### src/rtl/fpu_mul_sched.sv
// Round-robin scheduler sharing one single-precision multiplier among NUM_REQ
// requesters: grant, hold operands for MUL_LAT cycles, capture, respond.
module fpu_mul_sched #(
  parameter int NUM_REQ = 4,
  parameter int ID_W    = 2,
  parameter int MUL_LAT = 1
) (
  input  logic                    clk,
  input  logic                    rst,
  input  logic [NUM_REQ-1:0]      req_valid,
  output logic [NUM_REQ-1:0]      req_ready,
  input  logic [32*NUM_REQ-1:0]   req_a,
  input  logic [32*NUM_REQ-1:0]   req_b,
  output logic [31:0]             mul_a,
  output logic [31:0]             mul_b,
  input  logic [31:0]             mul_result,
  output logic                    rsp_valid,
  input  logic                    rsp_ready,
  output logic [31:0]             rsp_data,
  output logic [ID_W-1:0]         rsp_id,
  output logic                    busy
);

  typedef enum logic [1:0] {IDLE, HOLD, RESP} state_t;

  state_t            state_reg, state_next;
  logic [ID_W-1:0]   rr_ptr_reg;
  logic [3:0]        lat_cnt_reg;
  logic [31:0]       mul_a_reg, mul_b_reg, rsp_data_reg;
  logic [ID_W-1:0]   rsp_id_reg;
  logic              rsp_valid_reg;

  logic [31:0]       a_arr [NUM_REQ];
  logic [31:0]       b_arr [NUM_REQ];
  logic [NUM_REQ-1:0] hi_valid;
  logic [ID_W-1:0]   grant_id;
  logic              grant_hs;

  genvar gi;
  generate
    for (gi = 0; gi < NUM_REQ; gi++) begin : g_req
      assign a_arr[gi]    = req_a[32*gi +: 32];
      assign b_arr[gi]    = req_b[32*gi +: 32];
      // Requesters at or above the pointer take priority over wrapped ones.
      assign hi_valid[gi] = req_valid[gi] & (ID_W'(gi) >= rr_ptr_reg);
      assign req_ready[gi] = (state_reg == IDLE) && !rst && (|req_valid)
                             && (grant_id == ID_W'(gi));
    end
  endgenerate

  always_comb begin
    grant_id = '0;
    if (|hi_valid) begin
      for (int i = NUM_REQ - 1; i >= 0; i--)
        if (hi_valid[i]) grant_id = ID_W'(i);
    end else begin
      for (int i = NUM_REQ - 1; i >= 0; i--)
        if (req_valid[i]) grant_id = ID_W'(i);
    end
  end

  assign grant_hs = |req_ready;

  always_comb begin
    state_next = state_reg;
    case (state_reg)
      IDLE:    if (grant_hs) state_next = HOLD;
      HOLD:    if (lat_cnt_reg == 4'd0) state_next = RESP;
      RESP:    if (rsp_ready) state_next = IDLE;
      default: state_next = IDLE;
    endcase
  end

  always_ff @(posedge clk or posedge rst) begin
    if (rst) begin
      state_reg     <= IDLE;
      rr_ptr_reg    <= '0;
      lat_cnt_reg   <= 4'd0;
      mul_a_reg     <= 32'd0;
      mul_b_reg     <= 32'd0;
      rsp_data_reg  <= 32'd0;
      rsp_id_reg    <= '0;
      rsp_valid_reg <= 1'b0;
    end else begin
      state_reg <= state_next;
      case (state_reg)
        IDLE: begin
          if (grant_hs) begin
            mul_a_reg   <= a_arr[grant_id];
            mul_b_reg   <= b_arr[grant_id];
            rsp_id_reg  <= grant_id;
            lat_cnt_reg <= 4'(MUL_LAT - 1);
          end
        end
        HOLD: begin
          if (lat_cnt_reg == 4'd0) begin
            rsp_data_reg  <= mul_result;
            rsp_valid_reg <= 1'b1;
          end else begin
            lat_cnt_reg <= lat_cnt_reg - 4'd1;
          end
        end
        RESP: begin
          if (rsp_ready) begin
            rsp_valid_reg <= 1'b0;
            rr_ptr_reg    <= (rsp_id_reg == ID_W'(NUM_REQ - 1)) ? '0
                                                                 : rsp_id_reg + 1'b1;
          end
        end
        default: ;
      endcase
    end
  end

  assign mul_a     = mul_a_reg;
  assign mul_b     = mul_b_reg;
  assign rsp_data  = rsp_data_reg;
  assign rsp_id    = rsp_id_reg;
  assign rsp_valid = rsp_valid_reg;
  assign busy      = (state_reg != IDLE);

endmodule

### config.mk
export PLATFORM = sky130hd
export DESIGN_NAME = fpu_mul_sched
export DESIGN_NICKNAME = d
export VERILOG_FILES = /design/src/rtl/fpu_mul_sched.sv
export SDC_FILE = /design/constraint.sdc
export NUM_CORES = 1
export LEC_CHECK = 0
export CAP_MARGIN = 40
export CORE_AREA = 2 2 155 157
export DETAILED_ROUTE_END_ITERATION = 10
export DIE_AREA = 0 0 157 159
export PLACE_DENSITY = 0.72
export SLEW_MARGIN = 20
export SYNTH_ARGS = -nofsm -noshare
export SYNTH_HDL_FRONTEND = slang
export SYNTH_SLANG_ARGS = --single-unit
export TNS_END_PERCENT = 20
### constraint.sdc
create_clock -name clk -period 8.5 [get_ports clk]
set_clock_uncertainty 0.15 [all_clocks]
set_input_delay 1.275 -clock clk [delete_from_list [all_inputs] [get_ports clk]]
set_output_delay 1.275 -clock clk [all_outputs]
set_load 0.01 [all_outputs]
==> impl_metrics.py, run 1 <==
metrics = {
    "global_route": {
        "grt_start_max_net_pins": 69,
        "grt_antenna_before_repair": 1,
        "grt_pass1_vias": 6256,
        "grt_pass1_wl_mm": 34.95,
        "global_route_usage_over_all_layers_pct": 18.06,
        "grt_overflow_total": 0,
    },
    "place": {
        "place_ws_ps": 3506,
        "placed_area_um2": 10370,
        "finalWeightedCongestion": 0.7695,
        "post-dp-hpwl_mm": 17.25,
        "numPlacedInstances": 1251,
        "numPortBuffers": 398,
    },
    "run": {
        "maxCapViolCount": 0,
    },
    "worst_setup_path": {
        "timing_worst_setup_path_type": "in -> out",
        "timing.critical_path.to_type": "output pin",
        "crit_path_start": "req_valid[3]",
        "crit_path_end": "req_ready[1]",
        "cp_max_fo": 40,
        "r2r_start": "rr_ptr_reg[0]",
        "critical_path_arrival_ps": 3550,
        "r2r_slack_ps": 5590,
        "crit_required_ps": 7070,
        "critical_path_buf_inv_count": 4,
        "cp_num_cells": 7,
        "r2r-end": "mul_b[17]",
        "cell_family_contributing_the_most_delay_on_the_critical_path": "buffers and inverters",
        "ff2ff_path_depth": 7,
        "cp-start-kind": "input port",
        "crit_path_cell_trace": "clkdlybuf4s50_1 -> nor4_1 -> nor3_4 -> buf_4 -> nand3b_1 -> inv_2 -> clkdlybuf4s50_1",
        "timing.critical_path.slowest_cell_delay_ps": 620,
        "critical_path.most_common_cell": "sky130_fd_sc_hd__clkdlybuf4s50_1",
        "cp_max_stage_cell": "sky130_fd_sc_hd__nor4_1",
    },
    "floorplanning": {
        "die_height_um": 159,
        "dieWidth_um": 157,
        "die_area_um2": 24960,
        "core_region_area_um2": 23190,
        "row_count": 56,
        "io-pin-count": 399,
        "initial_core_util_pct": 26.33,
    },
    "synth": {
        "synth.net_count": 864,
        "yosysSeqAreaShare_pct": 43.84,
        "synth-edff-count": 0,
        "yosysMostFrequentCell": "sky130_fd_sc_hd__dfrtp_1",
        "yosys-top-cells-count": "107 x sky130_fd_sc_hd__dfrtp_1, 77 x sky130_fd_sc_hd__nand2_1, 68 x sky130_fd_sc_hd__inv_1, 63 x sky130_fd_sc_hd__a2bb2oi_1, 63 x sky130_fd_sc_hd__mux2i_1",
        "yosys-top-cells-area": "sky130_fd_sc_hd__dfrtp_1 44%, sky130_fd_sc_hd__mux2i_1 10%, sky130_fd_sc_hd__a2bb2oi_1 9.0%",
        "synth_largest_type_area_fraction_pct": 43.84,
        "synth_async_sr_flop_share_pct": 100.0,
        "synth_warnings": 0,
        "synth.ff_latch_count": 107,
        "syn-mean-instance-area_um2": 10.77,
        "synth.distinct_cells": 43,
        "yosys.area.top_type": "sky130_fd_sc_hd__dfrtp_1",
        "dominantRegCellSynth": "sky130_fd_sc_hd__dfrtp_1",
        "post_synth_inst_count": 567,
        "syn_area_um2": 6107,
    },
    "route": {
        "wl_mm": 23.35,
        "initialDrtViolationCount": 265,
        "detail_route.wl_per_cell_um": 18.40,
        "first_pass_iters": 4,
        "viasPerCell": 4.728,
        "route.antenna.remaining_nets": 0,
        "num_vias": 6000,
        "detail_route.drc_violations": 0,
    },
    "power": {
        "p_leak_nw": 4.502,
        "powerDensity_nw_per_um2": 287.3,
        "worst_voltage_drop_across_the_vdd_grid_mv": 0.1879,
    },
    "clock_tree": {
        "postCtsSetupBuffers": 0,
        "clock_latency_ps": 360,
        "path_clk_slew_ps": 90,
        "cts_made_buffers": 9,
        "cell_at_the_root_of_the_clock_tree": "sky130_fd_sc_hd__clkbuf_16",
        "h_tree_depth_reported_by_cts": 3,
        "cts_sinks": 107,
        "cts_repair_resize_count": 0,
        "postCtsHoldBufs": 0,
        "tritoncts_clock_tree": "built",
        "cts.path.max_buffers": 2,
    },
    "cells_and_area": {
        "filler_cell_count_in_the_final_layout": 2171,
        "finalCoreUtilization_pct": 46.20,
        "drive_above_1_share_pct": 10.33,
        "cell_area_after_layout_um2": 10720,
        "layout.nets": 1241,
        "syn2layout_area_growth_pct": 75.46,
        "multi_input_area_um2": 2902,
        "register_area_um2": 2678,
        "layout.cells.non_filler": 1269,
    },
    "timing": {
        "slew_viol_final": 0,
        "tns_ps": 0,
        "worst_slew_pin_slew_ps": 774.1,
        "maxSlewHeadroom_pct": 48.40,
        "max_freq_mhz": 200.8,
        "timing.final.setup_violations": 0,
        "fin_crit_sh_pct": 58.59,
        "fin_crit_ps": 4980,
        "final_hold_fails": 0,
        "fin_ws_ps": 3520,
        "rsz0062_at_grt": "no",
    },
    "status": {
        "run_status": "complete, no violations",
    },
    "worst_hold_path": {
        "min_delay_path_depth": 2,
        "worst_hold_path_type": "reg -> reg",
    },
}
[worst min-delay path by stage]
stage                     slack [ps]              to           start
after floorplan                  330  lat_cnt_reg[0]  lat_cnt_reg[0]
after global placement           310       rsp_valid       rsp_valid
after detailed placement         320       rsp_valid       rsp_valid
after CTS                        350       rsp_valid       rsp_valid
after global routing             370    rsp_data[31]    rsp_data[31]
final                            350       rsp_valid       rsp_valid
[stage by stage]
| step | power [W] | hold slack [ps] |
|---|---|---|
| after global placement | 0.002607 | 309.8 |
| after detailed placement | 0.002648 | 323.6 |
| final | 0.003079 | 346.6 |
| after CTS | 0.003127 | 347.9 |
| after floorplan | 0.001834 | 331.9 |
| after global routing | 0.003279 | 372.6 |
[per-layer routing]
metal | up-vias | wire (µm) | track usage, %
met3 | 28 | 2115 | 5.797
li1 | 2817 | - | -
met4 | 0 | 537 | 5.963
met1 | 2885 | 9125 | 20.87
met5 | - | 0 | 0
met2 | 270 | 11570 | 31.38
[logic make-up (layout without fill, tap and decap cells)]
kind of cell               Yosys count  count (layout)  share of synthesized area, %
xor gates and xnor gates             2               2                        0.2869
DFF                                107             107                         43.84
and+or+nand+nor                    107             107                         7.970
buffers and inverters              115             497                         8.973
muxes                               97              97                         16.59
adders and majority gates            2               2                        0.4097
AOI/OAI and AO/OA                  137             137                         21.92
other                                0               1                             0
[worst reg2reg max path: stages, from the launching register on]
cell                       delay, ps
sky130_fd_sc_hd__dfrtp_1         440
sky130_fd_sc_hd__nor2b_1          90
sky130_fd_sc_hd__o21a_1          220
sky130_fd_sc_hd__nor3_4          210
sky130_fd_sc_hd__buf_4           520
sky130_fd_sc_hd__buf_4           640
sky130_fd_sc_hd__mux2i_1         400
sky130_fd_sc_hd__o221ai_2        130
[final cells by class]
cell class | instances | share of cell area, %
Sequential cell | 107 | 24.99
Multi-Input combinational cell | 345 | 27.08
Clock inverter | 7 | 0.9458
Clock buffer | 9 | 2.102
Antenna cell | 1 | 0.02335
Timing Repair Buffer | 412 | 38.70
Inverter | 69 | 2.440
Tap cell | 319 | 3.725
[power by group]
| part | internal [W] | leakage [nW] | total [W] | switching [W] |
|---|---|---|---|---|
| Combinational | 0.000976 | 3.04 | 0.00172 | 0.000746 |
| Clock | 0.000220 | 0.157 | 0.000459 | 0.000239 |
| Sequential | 0.000758 | 1.31 | 0.000899 | 0.000141 |
[placed cells by master (no fill, tap or decap), types with 3 or more instances in the layout]
cell	synthesis	routed
sky130_fd_sc_hd__nor2_1	5	5
sky130_fd_sc_hd__o21ai_0	4	4
sky130_fd_sc_hd__nand2_1	77	76
sky130_fd_sc_hd__nand3b_1	3	3
sky130_fd_sc_hd__mux2_2	33	33
sky130_fd_sc_hd__o221ai_1	36	36
sky130_fd_sc_hd__mux2i_1	63	63
sky130_fd_sc_hd__buf_4	3	10
sky130_fd_sc_hd__dfrtp_1	107	107
sky130_fd_sc_hd__inv_12	0	3
sky130_fd_sc_hd__nor2b_1	3	3
sky130_fd_sc_hd__clkbuf_16	0	9
sky130_fd_sc_hd__nand2b_1	3	3
sky130_fd_sc_hd__inv_1	68	67
sky130_fd_sc_hd__clkdlybuf4s50_1	0	398
sky130_fd_sc_hd__o221ai_2	27	27
sky130_fd_sc_hd__a2bb2oi_1	63	63
sky130_fd_sc_hd__buf_12	2	3
Note: power is estimated with default switching activity, not from simulation.
==> run 2, diff against run 1 <==
--- a/config.mk
+++ b/config.mk
@@ -6,10 +6,10 @@
 export NUM_CORES = 1
 export LEC_CHECK = 0
 export CAP_MARGIN = 40
-export CORE_AREA = 2 2 155 157
+export CORE_AREA = 2 2 157 159
 export DETAILED_ROUTE_END_ITERATION = 10
-export DIE_AREA = 0 0 157 159
-export PLACE_DENSITY = 0.72
+export DIE_AREA = 0 0 159 161
+export PLACE_DENSITY = 0.7
 export SLEW_MARGIN = 20
 export SYNTH_ARGS = -nofsm -noshare
 export SYNTH_HDL_FRONTEND = slang
==> constraint.sdc (replaced) <==
create_clock -name clk -period 5.05 [get_ports clk]
set_clock_uncertainty 0.15 [all_clocks]
set_input_delay 0.7575 -clock clk [delete_from_list [all_inputs] [get_ports clk]]
set_output_delay 0.7575 -clock clk [all_outputs]
set_load 0.01 [all_outputs]
==> run 2 against run 1 <==
Combinational power up 67%; design area down 0.53%; sequential share of layout area up 0.13 points.
==> impl_metrics.py, run 2 (synthesis gave the netlist of run 1 again) <==
metrics = {
    "status": {
        "run_status": "complete, no violations",
    },
    "timing": {
        "maxSlewHeadroom_pct": 42.85,
        "timing.final.setup_violations": 0,
        "max_freq_mhz": 254.0,
        "worst_slew_pin_slew_ps": 857.3,
        "fin_crit_ps": 3938,
        "rsz0062_at_grt": "no",
        "hold_ws_ps": 341.5,
        "final_hold_fails": 0,
        "slew_viol_final": 0,
        "tns_ps": 0,
        "fin_crit_sh_pct": 77.97,
    },
    "cells_and_area": {
        "syn2layout_area_growth_pct": 74.53,
        "drive_above_1_share_pct": 10.14,
        "antennaDiodeCount": 0,
        "register_area_um2": 2678,
        "layout_commonest_cell": "sky130_fd_sc_hd__clkdlybuf4s50_1",
        "filler_cell_count_in_the_final_layout": 2351,
        "multi_input_area_um2": 2902,
        "layout.nets": 1239,
        "finalCoreUtilization_pct": 44.48,
        "layout_common_cells": "398 x sky130_fd_sc_hd__clkdlybuf4s50_1, 107 x sky130_fd_sc_hd__dfrtp_1, 76 x sky130_fd_sc_hd__nand2_1, 67 x sky130_fd_sc_hd__inv_1",
        "cell_area_after_layout_um2": 10660,
        "layout.cells.non_filler": 1271,
    },
    "route": {
        "routed-wl-met3_mm": 1.615,
        "wl_mm": 23.88,
        "viasPerCell": 4.641,
        "initialDrtViolationCount": 256,
        "top_signal_layer_used": "met4",
        "detail_route.wl_per_cell_um": 18.78,
        "route.antenna.remaining_nets": 0,
        "dr_wl_met2_mm": 12.00,
        "num_vias": 5899,
        "met1Wirelength_mm": 9.798,
        "first_pass_iters": 4,
        "detail_route.drc_violations": 0,
    },
    "worst_setup_path": {
        "cp_max_fo": 5,
        "crit_required_ps": 4140,
        "timing.critical_path.to_type": "output pin",
        "critical_path_buf_inv_count": 2,
        "critical_path_arrival_ps": 3030,
        "ff2ff_path_depth": 6,
        "cp-start-kind": "input port",
        "cp_max_stage_cell": "sky130_fd_sc_hd__a211oi_1",
        "crit_path_cell_trace": "clkdlybuf4s50_1 -> nor3b_2 -> a211oi_1 -> and3_1 -> clkdlybuf4s50_1",
        "critical_path.most_common_cell": "sky130_fd_sc_hd__clkdlybuf4s50_1",
        "timing_worst_setup_path_type": "in -> out",
        "cp_num_cells": 5,
        "cell_family_contributing_the_most_delay_on_the_critical_path": "buffers and inverters",
        "timing.critical_path.slowest_cell_delay_ps": 710,
    },
    "place": {
        "finalWeightedCongestion": 0.8121,
        "numPortBuffers": 398,
        "numPlacedInstances": 1255,
        "placed_area_um2": 10350,
        "post-dp-hpwl_mm": 17.59,
    },
    "clock_tree": {
        "clock_latency_ps": 360,
        "tritoncts_clock_tree": "built",
        "postCtsHoldBufs": 0,
        "path_clk_slew_ps": 80,
        "cts.path.max_buffers": 2,
        "cts_sinks": 107,
        "cts_made_buffers": 9,
        "h_tree_depth_reported_by_cts": 3,
        "cell_at_the_root_of_the_clock_tree": "sky130_fd_sc_hd__clkbuf_16",
        "postCtsSetupBuffers": 0,
        "cts_repair_resize_count": 0,
    },
    "floorplanning": {
        "row_count": 57,
        "die_area_um2": 25600,
        "dieWidth_um": 159,
        "initial_core_util_pct": 25.49,
        "core_region_area_um2": 23960,
        "die_height_um": 161,
        "io-pin-count": 399,
    },
    "run": {
        "maxCapViolCount": 0,
    },
    "global_route": {
        "global_route_usage_over_all_layers_pct": 18.32,
        "grt_antenna_before_repair": 0,
        "grt_pass1_vias": 6305,
        "grt_pass1_wl_mm": 36.78,
        "grt_start_max_net_pins": 69,
        "grt_overflow_total": 0,
    },
    "worst_hold_path": {
        "worst_hold_path_type": "reg -> reg",
        "min_delay_path_depth": 2,
    },
    "power": {
        "worst_voltage_drop_across_the_vdd_grid_mv": 0.3079,
        "p_leak_nw": 4.474,
        "powerDensity_nw_per_um2": 481.8,
    },
}
run 2: cell types whose count changed in the layout (fill, tap and decap cells not counted):
cell	before	now
sky130_fd_sc_hd__inv_8	1	2
sky130_fd_sc_hd__inv_12	3	0
sky130_fd_sc_hd__buf_12	3	1
sky130_fd_sc_hd__clkinv_4	0	2
sky130_fd_sc_hd__diode_2	1	0
run 2: worst min-delay path: stages, from the launching register on:
cell and delay [ps]:
sky130_fd_sc_hd__dfrtp_1 360, sky130_fd_sc_hd__nand2_1 50, sky130_fd_sc_hd__nand2_1 50
run 2: area by class of cell:
class                   count  share of cell area, %
clock buffers               9                  2.113
flip-flops and latches    107                  25.12
repair buffers            410                  38.53
clock inverters             7                 0.7630
multi-input cells         345                  27.22
inverters                  69                  2.453
well taps                 324                  3.803
run 2: power breakdown:
part	switching, W	internal, W	total, W
clock	0.000385	0.000355	0.000740
sequential	0.000250	0.00128	0.00153
combinational	0.00124	0.00163	0.00287
total	0.00187	0.00326	0.00514
run 2: final timing paths:
| path | startpoint | end | slack [ps] |
|---|---|---|---|
| setup / recovery | req_valid[0] | req_ready[3] | 1110 |
| hold / removal | rsp_valid | rsp_valid | 340 |
| setup reg to reg | rr_ptr_reg[1] | mul_b[10] | 2380 |
| hold reg to reg | rsp_valid | rsp_valid | 340 |
| max in group asynchronous | rst | mul_a[10] | 3010 |
| min in group asynchronous | rst | rsp_data[7] | 810 |
run 2: stage by stage:
stage	worst slack [ps]	power (W)
finish	1112	0.005136
global route	940.5	0.005488
CTS	1078	0.005230
detailed placement	1105	0.004453
global placement	1167	0.004384
floorplan	1325	0.003086
run 2: layer usage:
layer  global-route usage (%)  vias to the layer above
met5                        0                        -
met4                    5.000                        0
met3                    5.470                       25
met2                    32.23                      229
met1                    21.80                     2837
li1                         -                     2808
==> run 3, diff against run 2 <==
--- a/config.mk
+++ b/config.mk
@@ -9,7 +9,7 @@
 export CORE_AREA = 2 2 157 159
 export DETAILED_ROUTE_END_ITERATION = 10
 export DIE_AREA = 0 0 159 161
-export PLACE_DENSITY = 0.7
+export PLACE_DENSITY = 0.73
 export SLEW_MARGIN = 20
 export SYNTH_ARGS = -nofsm -noshare
 export SYNTH_HDL_FRONTEND = slang
==> constraint.sdc (replaced) <==
create_clock -name clk -period 3.4 [get_ports clk]
set_clock_uncertainty 0.15 [all_clocks]
set_input_delay 0.51 -clock clk [delete_from_list [all_inputs] [get_ports clk]]
set_output_delay 0.51 -clock clk [all_outputs]
set_load 0.01 [all_outputs]
==> run 3 against run 2 <==
Register-to-register slack worse by 1300 ps; count of clock-buffer cells in the layout stayed put; cell count is 0.31% higher; sequential power is 47% higher; combinational power is 51% higher; first-iteration DRC count is 23% higher; clock power is 55% higher; critical path depth is 2 higher; largest power group unchanged.
==> impl_metrics.py, run 3 (synthesis gave the netlist of run 1 again) <==
metrics = {
    "cells_and_area": {
        "syn2layout_area_growth_pct": 75.74,
        "layout.cells.non_filler": 1275,
        "filler_cell_count_in_the_final_layout": 2276,
        "antennaDiodeCount": 0,
        "layout_common_cells": "397 x sky130_fd_sc_hd__clkdlybuf4s50_1, 107 x sky130_fd_sc_hd__dfrtp_1, 76 x sky130_fd_sc_hd__nand2_1, 67 x sky130_fd_sc_hd__inv_1",
        "drive_above_1_share_pct": 10.52,
        "layout.nets": 1243,
        "layout_commonest_cell": "sky130_fd_sc_hd__clkdlybuf4s50_1",
        "finalCoreUtilization_pct": 44.79,
        "cell_area_after_layout_um2": 10730,
    },
    "route": {
        "viasPerCell": 4.800,
        "initialDrtViolationCount": 315,
        "wl_mm": 23.91,
        "detail_route.wl_per_cell_um": 18.75,
        "route.antenna.remaining_nets": 0,
        "first_pass_iters": 4,
        "num_vias": 6120,
        "detail_route.drc_violations": 0,
    },
    "timing": {
        "final_hold_fails": 0,
        "tns_ps": 0,
        "slew_viol_final": 0,
        "max_freq_mhz": 309.7,
        "fin_crit_sh_pct": 94.97,
        "maxSlewHeadroom_pct": 58.35,
        "fin_crit_ps": 3229,
        "timing.final.setup_violations": 0,
        "worst_slew_pin_slew_ps": 624.8,
        "rsz0062_at_grt": "no",
        "hold_ws_ps": 339.7,
    },
    "clock_tree": {
        "clock_latency_ps": 370,
        "postCtsSetupBuffers": 0,
        "cell_at_the_root_of_the_clock_tree": "sky130_fd_sc_hd__clkbuf_16",
        "h_tree_depth_reported_by_cts": 3,
        "cts_made_buffers": 9,
        "cts_sinks": 107,
        "cts_repair_resize_count": 0,
        "cts.path.max_buffers": 2,
        "tritoncts_clock_tree": "built",
        "path_clk_slew_ps": 90,
        "postCtsHoldBufs": 0,
    },
    "worst_setup_path": {
        "crit_required_ps": 2740,
        "timing.critical_path.to_type": "output pin",
        "cp_max_fo": 5,
        "timing_worst_setup_path_type": "in -> out",
        "cp-start-kind": "input port",
        "critical_path_arrival_ps": 2570,
    },
    "global_route": {
        "grt_overflow_total": 0,
        "global_route_usage_over_all_layers_pct": 18.50,
        "grt_pass1_vias": 6560,
        "grt_start_max_net_pins": 108,
        "grt_antenna_before_repair": 0,
        "grt_pass1_wl_mm": 37.51,
    },
    "floorplanning": {
        "dieWidth_um": 159,
        "io-pin-count": 399,
        "core_region_area_um2": 23960,
        "row_count": 57,
        "die_area_um2": 25600,
        "die_height_um": 161,
        "initial_core_util_pct": 25.49,
    },
    "place": {
        "placed_area_um2": 10410,
        "post-dp-hpwl_mm": 17.18,
        "numPlacedInstances": 1259,
        "finalWeightedCongestion": 0.8182,
        "numPortBuffers": 398,
    },
    "power": {
        "p_leak_nw": 4.520,
        "powerDensity_nw_per_um2": 720.7,
        "worst_voltage_drop_across_the_vdd_grid_mv": 0.3552,
    },
    "status": {
        "run_status": "complete, no violations",
    },
    "worst_hold_path": {
        "worst_hold_path_type": "reg -> reg",
    },
    "run": {
        "maxCapViolCount": 0,
    },
}
-- run 3: cell types whose count changed in the layout (fill, tap and decap cells not counted), sizes merged --
| cell | before | now |
|---|---|---|
| buf | 12 | 16 |
| clkdlybuf4s50 | 398 | 397 |
| clkinvlp | 0 | 1 |
| dlymetal6s2s | 0 | 1 |
| inv | 72 | 71 |
-- run 3: worst paths after layout --
kind,start,cells past startpoint,to,slack [ps]
worst min register to register,rsp_valid,2,rsp_valid,340
worst max-delay path,req_valid[0],7,req_ready[1],170
worst max register to register,rr_ptr_reg[0],8,mul_b[11],1060
min in group asynchronous,rst,3,rr_ptr_reg[0],620
worst min-delay path,rsp_valid,2,rsp_valid,340
max in group asynchronous,rst,3,mul_b[6],2020
-- run 3: power by group --
group | switching (W) | internal (W)
registers | 0.000358 | 0.00189
logic | 0.00188 | 0.00246
clock network | 0.000610 | 0.000536
total | 0.00285 | 0.00489
-- run 3: layout make-up --
class	count	area, µm²	share of cell area (%)
Inverter	69	262.8	2.448
Clock inverter	7	91.34	0.8510
Timing Repair Buffer	414	4169	38.84
Tap cell	324	405.4	3.777
Multi-Input combinational cell	345	2902	27.03
Sequential cell	107	2678	24.95
Clock buffer	9	225.2	2.098
-- run 3: routing by layer --
layer | track usage, % | wire, µm
met5 | 0 | 0
met2 | 31.42 | 11860
met1 | 22.73 | 9659
met4 | 5.124 | 437
met3 | 5.778 | 1950
-- run 3: worst max-delay path: stages --
cell                              delay (ps)
sky130_fd_sc_hd__clkdlybuf4s50_1         530
sky130_fd_sc_hd__nor3b_2                 370
sky130_fd_sc_hd__a211oi_1                120
sky130_fd_sc_hd__buf_4                   180
sky130_fd_sc_hd__nand3b_1                190
sky130_fd_sc_hd__inv_2                    70
sky130_fd_sc_hd__clkdlybuf4s50_1         600
-- run 3: through the flow --
step | setup WS, ps | power [W]
after floorplan | 1096 | 0.004584
after global placement | 60.34 | 0.006579
after detailed placement | 43.02 | 0.006663
after CTS | 30.85 | 0.007855
after global routing | 57.57 | 0.008229
final | 171.0 | 0.007735
